[src/rtl/jk_bank_driver_if.sv]
// Handshake and bank-side signals of the JK flip-flop bank driver.
// The slave modport is the driver's view; master is the environment's view.
interface jk_bank_driver_if #(
    parameter int WIDTH = 8
) ();
    logic             tgt_valid;
    logic [WIDTH-1:0] tgt_data;
    logic             tgt_ready;
    logic [WIDTH-1:0] q_fb;
    logic [WIDTH-1:0] j;
    logic [WIDTH-1:0] k;
    logic             busy;
    logic             done;
    logic             err;
    logic [WIDTH-1:0] err_mask;

    modport slave (
        input  tgt_valid, tgt_data, q_fb,
        output tgt_ready, j, k, busy, done, err, err_mask
    );

    modport master (
        output tgt_valid, tgt_data, q_fb,
        input  tgt_ready, j, k, busy, done, err, err_mask
    );
endinterface

[src/rtl/jk_bank_driver.sv]
// Drives a bank of JK flip-flops to a target word, verifies the result on q_fb
// and re-drives mismatched bits up to MAX_RETRY times before flagging an error.
module jk_bank_driver #(
    parameter int WIDTH     = 8,
    parameter int MAX_RETRY = 3,
    parameter int TOGGLE_EN = 1
) (
    input logic             clk,
    input logic             rst,
    jk_bank_driver_if.slave bus
);
    localparam int CW = (MAX_RETRY > 0) ? $clog2(MAX_RETRY + 1) : 1;
    localparam logic [CW-1:0] MAX_CNT = CW'(MAX_RETRY);

    typedef enum logic [1:0] {IDLE, DRIVE, CHECK} state_t;

    state_t           state, state_nxt;
    logic [WIDTH-1:0] tgt_r;
    logic [WIDTH-1:0] diff;
    logic [WIDTH-1:0] err_mask_r;
    logic [WIDTH-1:0] j_c, k_c;
    logic [CW-1:0]    retry_cnt;
    logic             done_r, err_r;
    logic             tgt_ready_c, busy_c;
    logic             accept, match, last_try;

    assign diff     = bus.q_fb ^ tgt_r;
    assign match    = (diff == '0);
    assign accept   = (state == IDLE) && bus.tgt_valid;
    assign last_try = (retry_cnt == MAX_CNT);

    always_ff @(posedge clk) begin
        if (rst) state <= IDLE;
        else     state <= state_nxt;
    end

    always_comb begin
        state_nxt = state;
        case (state)
            IDLE:    if (accept) state_nxt = DRIVE;
            DRIVE:   state_nxt = CHECK;
            CHECK:   if (match || last_try) state_nxt = IDLE;
                     else                   state_nxt = DRIVE;
            default: state_nxt = IDLE;
        endcase
    end

    // Target, retry count and result flags; done/err are registered so they
    // appear in the first IDLE cycle after the deciding CHECK.
    always_ff @(posedge clk) begin
        if (rst) begin
            tgt_r      <= '0;
            retry_cnt  <= '0;
            err_mask_r <= '0;
            done_r     <= 1'b0;
            err_r      <= 1'b0;
        end else begin
            done_r <= (state == CHECK) && match;
            err_r  <= (state == CHECK) && !match && last_try;
            if (accept) begin
                tgt_r      <= bus.tgt_data;
                retry_cnt  <= '0;
                err_mask_r <= '0;
            end else if ((state == CHECK) && !match) begin
                if (last_try) err_mask_r <= diff;
                else          retry_cnt  <= retry_cnt + 1'b1;
            end
        end
    end

    always_comb begin
        j_c         = '0;
        k_c         = '0;
        tgt_ready_c = 1'b0;
        busy_c      = 1'b1;
        case (state)
            IDLE: begin
                tgt_ready_c = 1'b1;
                busy_c      = 1'b0;
            end
            DRIVE: begin
                if (TOGGLE_EN != 0) begin
                    j_c = diff;
                    k_c = diff;
                end else begin
                    j_c = tgt_r & diff;
                    k_c = ~tgt_r & diff;
                end
            end
            default: ;
        endcase
    end

    assign bus.j         = j_c;
    assign bus.k         = k_c;
    assign bus.tgt_ready = tgt_ready_c;
    assign bus.busy      = busy_c;
    assign bus.done      = done_r;
    assign bus.err       = err_r;
    assign bus.err_mask  = err_mask_r;
endmodule

[src/flat_wrapper.sv]
// flat-port wrapper written by rule: the top's interface ports become plain ports
module jk_bank_driver_flat 
#(
    parameter int WIDTH     = 8,
    parameter int MAX_RETRY = 3,
    parameter int TOGGLE_EN = 1
)
  (clk, rst, bus_tgt_valid, bus_tgt_data, bus_q_fb, bus_tgt_ready, bus_j, bus_k, bus_busy, bus_done, bus_err, bus_err_mask);
  jk_bank_driver_if #(.WIDTH(WIDTH)) bus_i ();
  input logic clk;
  input logic rst;
  input wire logic [$bits(bus_i.tgt_valid)-1:0] bus_tgt_valid;
  input wire logic [$bits(bus_i.tgt_data)-1:0] bus_tgt_data;
  input wire logic [$bits(bus_i.q_fb)-1:0] bus_q_fb;
  output wire logic [$bits(bus_i.tgt_ready)-1:0] bus_tgt_ready;
  output wire logic [$bits(bus_i.j)-1:0] bus_j;
  output wire logic [$bits(bus_i.k)-1:0] bus_k;
  output wire logic [$bits(bus_i.busy)-1:0] bus_busy;
  output wire logic [$bits(bus_i.done)-1:0] bus_done;
  output wire logic [$bits(bus_i.err)-1:0] bus_err;
  output wire logic [$bits(bus_i.err_mask)-1:0] bus_err_mask;
  assign bus_i.tgt_valid = bus_tgt_valid;
  assign bus_i.tgt_data = bus_tgt_data;
  assign bus_i.q_fb = bus_q_fb;
  assign bus_tgt_ready = bus_i.tgt_ready;
  assign bus_j = bus_i.j;
  assign bus_k = bus_i.k;
  assign bus_busy = bus_i.busy;
  assign bus_done = bus_i.done;
  assign bus_err = bus_i.err;
  assign bus_err_mask = bus_i.err_mask;
  jk_bank_driver #(.WIDTH(WIDTH), .MAX_RETRY(MAX_RETRY), .TOGGLE_EN(TOGGLE_EN)) u_core (.clk(clk), .rst(rst), .bus(bus_i));
endmodule
[config.mk]
export PLATFORM = sky130hd
export DESIGN_NAME = jk_bank_driver_flat
export DESIGN_NICKNAME = d
export VERILOG_FILES = /design/src/rtl/jk_bank_driver_if.sv /design/src/rtl/jk_bank_driver.sv /design/src/flat_wrapper.sv
export SDC_FILE = /design/constraint.sdc
export NUM_CORES = 1
export LEC_CHECK = 0
export CORE_ASPECT_RATIO = 1.5
export CORE_MARGIN = 2
export CORE_UTILIZATION = 48
export CTS_CLUSTER_DIAMETER = 120
export CTS_CLUSTER_SIZE = 30
export DETAILED_ROUTE_END_ITERATION = 12
export DONT_BUFFER_PORTS = 1
export MAX_ROUTING_LAYER = met4
export PLACE_DENSITY = 0.75
export SKIP_LAST_GASP = 1
export SLEW_MARGIN = 20
export SYNTH_ARGS = -nofsm -noshare
export SYNTH_HDL_FRONTEND = slang
export SYNTH_SLANG_ARGS = --single-unit
[constraint.sdc]
create_clock -name clk -period 1.6 [get_ports clk]
set_clock_uncertainty 0.15 [all_clocks]
set_input_delay 0.16 -clock clk [delete_from_list [all_inputs] [get_ports clk]]
set_output_delay 0.16 -clock clk [all_outputs]
set_load 0.02 [all_outputs]
==> flow_summary.json, run 1 <==
{
  "diodes": 0,
  "violations": "negative setup slack",
  "status": "finished with violations",
  "drc_errors": 0,
  "p_total_w": 0.001270,
  "met1_usage": 0.1937,
  "cts_tree": "built",
  "min_period_over_period": 1.064,
  "synthArstFlopShare": 0,
  "routed_wl_mm": 2.889,
  "cts_max_path_buffers": 2,
  "regToRegSetupSlack_ns": -0.08,
  "worst_ep_required_time_ns": 1.29,
  "avgSynthCellArea_sq_um": 8.523,
  "max_slew_margin": 0.6063,
  "finalNetCount": 176,
  "dp_hpwl_mm": 1.644,
  "worstHoldStart": "bus_tgt_valid",
  "place.port_buffers": 0,
  "die_w_um": 42,
  "via_per_inst": 5.299,
  "grt_util_met2": 0.3795,
  "pin_count": 47,
  "slowest_stage": "dfxtp_4",
  "synth-main-ff-cell": "dfxtp_1",
  "num_vias": 938,
  "die_h_um": 61,
  "cts.clk_slew.worst_paths_ns": 0.12,
  "rsz0062_at_grt": "true",
  "grt_overflow": 0,
  "cts_htree_levels": 1,
  "fillers": 117,
  "hold_path_class": "in -> reg",
  "arrival_ns": 1.39,
  "yosys_warnings": 0,
  "cp_slowest_stage_delay_ns": 0.38,
  "cts_buffers": 3,
  "r2r_end": "u_core.state[0]$_SDFFE_PP0P_",
  "drt-initial-drc-count": 34,
  "fmax_mhz": 587.2,
  "ff2ff_path_depth": 6,
  "synth_nets": 142,
  "period_needed_ns": 1.703,
  "power_density_nw_per_um2": 799.5,
  "ys_seq_area_frac": 0.4236,
  "synth_common_cells": "37 x nand2_1, 22 x dfxtp_1, 10 x mux2i_1, 9 x buf_4, 9 x nor2b_1",
  "p_leak_nw": 0.6346,
  "max-vdd-ir-drop_uv": 686.9,
  "wl_per_cell_um": 16.32,
  "finalWorstSetupSlack_ns": -0.1031,
  "maxSlewViolCount": 0,
  "first_global_vias": 894,
  "min_path_cells": 3,
  "grt.busiest_layer": "met2",
  "finalSetupViolations": 25,
  "grt_max_degree": 20,
  "insertion_delay_ns": 0.32,
  "end_kind": "output pin",
  "place.gp.congestion": 0.8011,
  "grt_use_total": 0.2009,
  "r2r_start": "u_core.tgt_r[1]$_SDFFE_PP0P_",
  "crit_path_start": "u_core.tgt_r[4]$_SDFFE_PP0P_",
  "hold_end": "u_core.tgt_r[5]$_SDFFE_PP0P_",
  "antenna_found_initial": 0,
  "rows": 20,
  "yosysMostFrequentCell": "nand2_1",
  "hold_viol": 0,
  "synth_area_sq_um": 1040,
  "drive_gt1_frac": 0.4258,
  "cts_sinks": 22,
  "fin_hold_ws_ns": 0.02622,
  "grt_pass1_wl_mm": 3.684,
  "worst_pin_slew_ns": 0.5886,
  "cts_root_buf": "clkbuf_4",
  "use_met3": 0.02679,
  "maxCapViolCount": 0,
  "synth_edf_count": 0,
  "critPathLaunchType": "flop",
  "yosysTopAreaCell": "dfxtp_1",
  "path_cells": "xor2_4 -> buf_4 -> nor2b_2 -> buf_6",
  "synthCells": 122,
  "yosysUniqueCellTypes": 19,
  "die_area_sq_um": 2562,
  "core_sq_um": 2027,
  "synth_top_area_share": 0.4236,
  "dr.pass1.iters": 4,
  "area_growth_pct": 52.71,
  "cp_max_fo": 2,
  "critPathKind": "reg -> out",
  "synth_seq_cells": 22,
  "start_util": 0.5130,
  "synthTopCellsByArea": "dfxtp_1 42%, nand2_1 13%, mux2i_1 9.6%, xor2_1 6.7%, buf_4 6.5%",
  "postRouteAntennaNets": 0
}
[critical path: cells and delay by family (launching register included)]
kind          cells  cell delay [ns]
flops             1             0.38
simple gates      1             0.18
buf+inv           2             0.32
xor+xnor          1             0.20
[metrics by stage]
step / cell area [sq um] / setup TNS [ns] / cells / setup slack [ns] / util
after global routing: 1588 / -2.868 / 177 / -0.1546 / 0.7833
after detailed placement: 1146 / -0.08776 / 153 / -0.03639 / 0.5654
final: 1588 / -1.365 / 177 / -0.1031 / 0.7833
after CTS: 1403 / -0.2703 / 170 / -0.02433 / 0.6920
after floorplan: 1040 / 0 / 122 / 0.1040 / -
after global placement: 1146 / 0 / 153 / 0.003367 / 0.5654
[how the worst max path moves through the flow]
stage / slack (ns) / depth (start not counted) / end
floorplan: 0.10 / 5 / u_core.bus.err$_SDFF_PP0_
global route: -0.15 / 4 / bus_j[4]
CTS: -0.02 / 4 / bus_j[7]
finish: -0.10 / 4 / bus_j[4]
detailed placement: -0.04 / 5 / u_core.bus.err_mask[5]$_SDFFE_PP0P_
global placement: 0.003 / 5 / u_core.bus.err_mask[1]$_SDFFE_PP0P_
[cell usage in the layout (no fill, tap or decap)]
cell,netlist,routed
mux2i_1,10,10
dfxtp_1,22,14
xor2_4,0,3
dfxtp_4,0,3
o21ba_2,1,1
inv_1,2,2
nor3b_2,0,1
a21oi_1,8,8
xor2_2,0,5
nand2_1,37,37
nor4_4,0,2
dfxtp_2,0,5
nor2_1,2,2
nor2b_4,0,6
nor2b_2,0,1
a211oi_1,2,1
nor2_4,0,1
clkbuf_4,0,3
nor2b_1,9,2
a211oi_2,0,1
ha_1,1,1
buf_4,9,23
clkbuf_8,0,1
nor3_1,1,1
nand2b_4,0,1
or3_1,1,1
nand2b_1,2,1
dlygate4sd3_1,0,9
buf_6,0,9
[routing by layer]
| layer | vias to the layer above | wire length [um] |
|---|---|---|
| li1 | 447 | - |
| met1 | 455 | 1082 |
| met2 | 32 | 1650 |
| met3 | 4 | 116 |
| met4 | 0 | 40 |
| met5 | - | 0 |
[state kept, by name, summed over array words and instances (netlist names)]
name and cells:
u_core.state 2, u_core.tgt_r 8, u_core.bus.done 1, u_core.retry_cnt 2
u_core.bus.err 1, u_core.bus.err_mask 8
[cell families after synthesis]
group           synth area share
compound gates           0.06257
flops                     0.4236
buf+inv                  0.08303
mux                      0.09627
fa+ha+maj                0.01203
simple gates              0.2551
xor+xnor                 0.06739
[area by class of cell]
cell class              instances  area (sq um)  share of cell area
multi-input cells              86         694.4              0.4374
flip-flops and latches         22         457.9              0.2884
repair buffers                 41         364.1              0.2293
clock buffers                   4         36.28             0.02285
well taps                      22         27.53             0.01734
inverters                       2         7.507            0.004728
[report_power, final]
part           switching (W)  total [W]  internal [W]
logic               0.000183   0.000367      0.000184
registers          0.0000222   0.000588      0.000566
clock network       0.000175   0.000315      0.000139
[what timing repair did]
action	CTS	global route
pin swaps	7	9
setup endpoints to repair	23	30
resized for setup	23	27
gates cloned	0	0
endpoints found under the hold margin	22	0
hold buffers	9	0
setup buffers	4	7
Note: power is estimated with default switching activity, not from simulation.
==> run 2, diff against run 1 <==
--- a/config.mk
+++ b/config.mk
@@ -13,7 +13,7 @@
 export DETAILED_ROUTE_END_ITERATION = 12
 export DONT_BUFFER_PORTS = 1
 export MAX_ROUTING_LAYER = met4
-export PLACE_DENSITY = 0.75
+export PLACE_DENSITY = 0.65
 export SKIP_LAST_GASP = 1
 export SLEW_MARGIN = 20
 export SYNTH_ARGS = -nofsm -noshare
==> run 2 against run 1 <==
The flow finishes with violations (negative hold slack, negative setup slack). Critical path type unchanged. Largest cell class unchanged. Wire length is 26% lower. Flip-flop and latch count unchanged. Via count shrank 11%.
==> flow_summary.json, run 2 (synthesis gave the netlist of run 1 again) <==
{
  "fillers": 154,
  "antenna_found_initial": 0,
  "cts.clk_slew.worst_paths_ns": 0.11,
  "num_vias": 837,
  "die_area_sq_um": 2562,
  "insertion_delay_ns": 0.30,
  "timing.setup.tns_ns": -0.2838,
  "area_growth_pct": 32.13,
  "drive_gt1_frac": 0.3481,
  "start_util": 0.5130,
  "rows": 20,
  "postRouteAntennaNets": 0,
  "status": "finished with violations",
  "place.port_buffers": 0,
  "final_cell_mix": "37 x nand2_1, 14 x buf_4, 14 x dfxtp_1",
  "cp_max_fo": 2,
  "rsz0062_at_grt": "true",
  "routed_wl_mm": 2.152,
  "critPathLaunchType": "flop",
  "arrival_ns": 1.35,
  "critPathKind": "reg -> out",
  "p_total_w": 0.001107,
  "max_slew_margin": 0.6986,
  "drc_errors": 0,
  "grt_pass1_wl_mm": 3.243,
  "pin_count": 47,
  "violations": "negative hold slack, negative setup slack",
  "dp_cells": 149,
  "cts_tree": "built",
  "drt-initial-drc-count": 13,
  "cts_buffers": 3,
  "max-vdd-ir-drop_uv": 609.9,
  "layout_commonest_cell": "nand2_1",
  "dp_hpwl_mm": 1.503,
  "min_period_over_period": 1.040,
  "maxSlewViolCount": 0,
  "hold_path_class": "in -> reg",
  "use_met3": 0.03869,
  "wl_per_cell_um": 13.71,
  "die_w_um": 42,
  "worst_ep_required_time_ns": 1.29,
  "grt_util_met2": 0.3214,
  "met1_usage": 0.1738,
  "grt_use_total": 0.1686,
  "maxCapViolCount": 0,
  "die_h_um": 61,
  "cts_max_path_buffers": 2,
  "diodes": 0,
  "via_per_inst": 5.331,
  "period_needed_ns": 1.664,
  "p_leak_nw": 0.5153,
  "place.gp.congestion": 0.7623,
  "grt.busiest_layer": "met2",
  "fin_hold_ws_ns": -0.2484,
  "first_global_vias": 754,
  "cts_sinks": 22,
  "core_sq_um": 2027,
  "dr.pass1.iters": 4,
  "finalNetCount": 157,
  "cts_htree_levels": 1,
  "fin_cells": 157,
  "fmax_mhz": 601.1,
  "end_kind": "output pin",
  "power_density_nw_per_um2": 805.7,
  "hold_viol": 21,
  "grt_max_degree": 20,
  "cts_root_buf": "clkbuf_4",
  "finalSetupViolations": 16,
  "grt_overflow": 0,
  "finalWorstSetupSlack_ns": -0.06361,
  "worst_pin_slew_ns": 0.4512
}
-- run 2: cell count changes in the layout (fill, tap and decap cells not counted), moves of 3 or more --
| cell | previous run | this run |
|---|---|---|
| nor2b_1 | 2 | 7 |
| buf_6 | 9 | 6 |
| dlygate4sd3_1 | 9 | 2 |
| buf_4 | 23 | 14 |
| nor2b_4 | 6 | 1 |
-- run 2: where the power goes --
| part | switching (W) | total (W) | internal (W) |
|---|---|---|---|
| Sequential | 0.0000224 | 0.000587 | 0.000565 |
| Combinational | 0.000145 | 0.000277 | 0.000132 |
| Clock | 0.000155 | 0.000242 | 0.0000878 |
| Total | 0.000322 | 0.00111 | 0.000785 |
-- run 2: worst paths after layout --
kind | startpoint | to | slack, ns | cells after the start
setup reg to reg | u_core.tgt_r[6]$_SDFFE_PP0P_ | u_core.bus.err_mask[2]$_SDFFE_PP0P_ | -0.02 | 5
hold / removal | rst | u_core.tgt_r[6]$_SDFFE_PP0P_ | -0.25 | 1
hold reg to reg | u_core.tgt_r[7]$_SDFFE_PP0P_ | u_core.tgt_r[7]$_SDFFE_PP0P_ | 0.32 | 2
setup / recovery | u_core.tgt_r[1]$_SDFFE_PP0P_ | bus_j[1] | -0.06 | 4
-- run 2: layout make-up --
type	count	area, sq um	area share
repair buffers	22	192.7	0.1403
inverters	2	7.507	0.005464
well taps	22	27.53	0.02004
flip-flops and latches	22	460.4	0.3352
clock buffers	3	22.52	0.01639
multi-input cells	86	663.1	0.4827
-- run 2: worst max-delay path, cell delays in order (launching register included) --
cell and delay (ns):
dfxtp_4 0.38, xor2_4 0.20, buf_6 0.12, nor2b_1 0.16
buf_4 0.20
-- run 2: routing by layer --
metal,wire (um),vias to the layer above
met2,1158,31
li1,-,406
met4,13,0
met1,820,398
met3,159,2
met5,0,-
-- run 2: stage by stage --
step	util	instance area, sq um	setup WS (ns)
after floorplan	-	1040	0.1040
after global placement	0.5506	1116	-0.08671
after detailed placement	0.5506	1116	-0.1133
after CTS	0.6037	1224	-0.04000
after global routing	0.6778	1374	-0.1263
final	0.6778	1374	-0.06361
-- run 2: repair_timing --
item	in CTS	in global routing
hold buffers	1	1
buffers inserted	1	2
hold endpoints to repair	15	21
pin swaps	6	6
setup endpoints to repair	28	28
resized for setup	15	23
==> run 3, diff against run 2 <==
--- a/config.mk
+++ b/config.mk
@@ -12,8 +12,9 @@
 export CTS_CLUSTER_SIZE = 30
 export DETAILED_ROUTE_END_ITERATION = 12
 export DONT_BUFFER_PORTS = 1
+export HOLD_SLACK_MARGIN = 0.02
 export MAX_ROUTING_LAYER = met4
-export PLACE_DENSITY = 0.65
+export PLACE_DENSITY_LB_ADDON = 0.3
 export SKIP_LAST_GASP = 1
 export SLEW_MARGIN = 20
 export SYNTH_ARGS = -nofsm -noshare
==> run 3 against run 2 <==
The flow still finishes with violations (negative hold slack, negative setup slack). Cell count increased by 6.4%. Wire length increased by 17%. Worst hold slack got worse by 0.015 ns. Register-to-register slack got worse by 0.06 ns. Critical path type is now reg -> reg. Critical endpoint is now u_core.bus.err$_SDFF_PP0_. Largest cell class unchanged. Largest power group unchanged.
==> flow_summary.json, run 3 (synthesis gave the netlist of run 1 again) <==
{
  "status": "finished with violations",
  "violations": "negative hold slack, negative setup slack",
  "layout_commonest_cell": "nand2_1",
  "power_density_nw_per_um2": 883.0,
  "ctsHoldBuffers": 1,
  "max_slew_margin": 0.6694,
  "finalSetupViolations": 27,
  "utilization": 0.7525,
  "grt_use_total": 0.1890,
  "final_cell_mix": "37 x nand2_1, 19 x buf_4, 14 x dfxtp_1",
  "min_period_over_period": 1.048,
  "cts_max_path_buffers": 2,
  "rows": 20,
  "grt_pass1_wl_mm": 3.574,
  "fin_cells": 167,
  "hold_path_class": "in -> reg",
  "slowest_stage": "nor4_4",
  "drive_gt1_frac": 0.4345,
  "r2r_end": "u_core.bus.err$_SDFF_PP0_",
  "die_area_sq_um": 2562,
  "area_growth_pct": 46.69,
  "grt_overflow": 0,
  "grt_max_degree": 20,
  "cts_tree": "built",
  "insertion_delay_ns": 0.31,
  "cp_max_fo": 5,
  "drt-initial-drc-count": 17,
  "dr.pass1.iters": 4,
  "maxCapViolCount": 0,
  "swShare": 0.2679,
  "power_switching_w": 0.0003608,
  "arrival_ns": 1.74,
  "path_cells": "xor2_4 -> nor4_4 -> a211oi_2 -> buf_4 -> nor2b_1",
  "place.port_buffers": 0,
  "critPathLaunchType": "flop",
  "cts_htree_levels": 1,
  "cp_slowest_stage_delay_ns": 0.41,
  "worst_ep_required_time_ns": 1.66,
  "crit_path_start": "u_core.tgt_r[4]$_SDFFE_PP0P_",
  "hold_viol": 21,
  "period_needed_ns": 1.676,
  "cts_sinks": 22,
  "finalWorstSetupSlack_ns": -0.07631,
  "critPathCapture": "u_core.bus.err$_SDFF_PP0_",
  "place.gp.congestion": 0.7954,
  "die_h_um": 61,
  "cts_buffers": 3,
  "via_per_inst": 5.329,
  "critPathKind": "reg -> reg",
  "finalNetCount": 166,
  "dp_cells": 151,
  "p_int_w": 0.0009859,
  "rsz0062_at_grt": "true",
  "antenna_found_initial": 0,
  "die_w_um": 42,
  "maxSlewViolCount": 0,
  "first_global_vias": 835,
  "p_leak_nw": 0.5954,
  "regToRegSetupSlack_ns": -0.08,
  "routed_wl_mm": 2.509,
  "cts.clk_slew.worst_paths_ns": 0.13,
  "p_comb_frac": 0.246,
  "pwr-share-clk": 0.318,
  "core_sq_um": 2027,
  "start_util": 0.5130,
  "max-vdd-ir-drop_uv": 678.2,
  "end_kind": "flop",
  "seq_power_share": 0.436,
  "diodes": 0,
  "postRouteAntennaNets": 0,
  "wl_per_cell_um": 15.02,
  "num_vias": 890,
  "r2r_start": "u_core.tgt_r[4]$_SDFFE_PP0P_",
  "fin_hold_ws_ns": -0.2633,
  "fmax_mhz": 596.5,
  "ff2ff_path_depth": 5,
  "worst_pin_slew_ns": 0.4948,
  "dp_hpwl_mm": 1.557,
  "pin_count": 47,
  "cts_root_buf": "clkbuf_4",
  "drc_errors": 0
}
==> run 3: timing repair <==
item | CTS | global route
setup buffers | 4 | 6
endpoints found under the hold margin | 21 | 21
pin swaps | 7 | 7
cloned | 0 | 1
gates resized for setup | 22 | 30
setup endpoints to repair | 28 | 28
==> run 3: per-layer routing <==
layer	GRT usage	part of all wire	vias up
li1	-	-	429
met1	0.2096	0.36	420
met2	0.3415	0.57	36
met3	0.02083	0.049	5
met4	0.08295	0.016	0
met5	-	0	-
==> run 3: stage by stage <==
step / power (W) / hold WS, ns / setup slack, ns / TNS [ns] / instance area, sq um
floorplan: 0.0007498 / 0.08161 / 0.1040 / 0 / 1040
global placement: 0.0008067 / 0.08141 / -0.01329 / -0.04390 / 1131
detailed placement: 0.0008106 / 0.08399 / -0.1211 / -0.7040 / 1131
CTS: 0.001272 / -0.2611 / -0.05439 / -0.4642 / 1326
global route: 0.001397 / -0.2835 / -0.1282 / -2.486 / 1525
finish: 0.001347 / -0.2633 / -0.07631 / -0.9881 / 1525
==> run 3: layout make-up <==
class | count | area [sq um]
repair buffers | 31 | 270.3
clock buffers | 3 | 22.52
fillers | 122 | 501.7
multi-input cells | 86 | 704.4
well taps | 22 | 27.53
inverters | 2 | 7.507
flip-flops and latches | 22 | 462.9
clock inverters | 1 | 30.03
==> run 3: worst min path at each step <==
stage	startpoint	endpoint	slack, ns	depth (start not counted)
after floorplan	rst	u_core.bus.err$_SDFF_PP0_	0.08	1
after global placement	rst	u_core.tgt_r[6]$_SDFFE_PP0P_	0.08	1
after detailed placement	rst	u_core.tgt_r[1]$_SDFFE_PP0P_	0.08	1
after CTS	rst	u_core.tgt_r[1]$_SDFFE_PP0P_	-0.26	1
after global routing	rst	u_core.tgt_r[1]$_SDFFE_PP0P_	-0.28	1
final	rst	u_core.tgt_r[5]$_SDFFE_PP0P_	-0.26	1
==> run 3: worst max-delay path, delay by kind of cell (launching register included) <==
| family | cells | cell delay, ns |
|---|---|---|
| AND/OR/NAND/NOR | 2 | 0.54 |
| flip-flops | 1 | 0.38 |
| buffers and inverters | 1 | 0.19 |
| XOR/XNOR | 1 | 0.16 |
| AO/OA/AOI/OAI | 1 | 0.15 |
==> run 3: power by group through the flow <==
| stage | Sequential (W) | Combinational, W | Clock, W |
|---|---|---|---|
| final | 0.000588 | 0.000331 | 0.000428 |
| after global routing | 0.000590 | 0.000354 | 0.000454 |
| after CTS | 0.000586 | 0.000257 | 0.000429 |
| after detailed placement | 0.000590 | 0.000220 | 0 |
| after global placement | 0.000589 | 0.000218 | 0 |
| after floorplan | 0.000587 | 0.000162 | 0 |
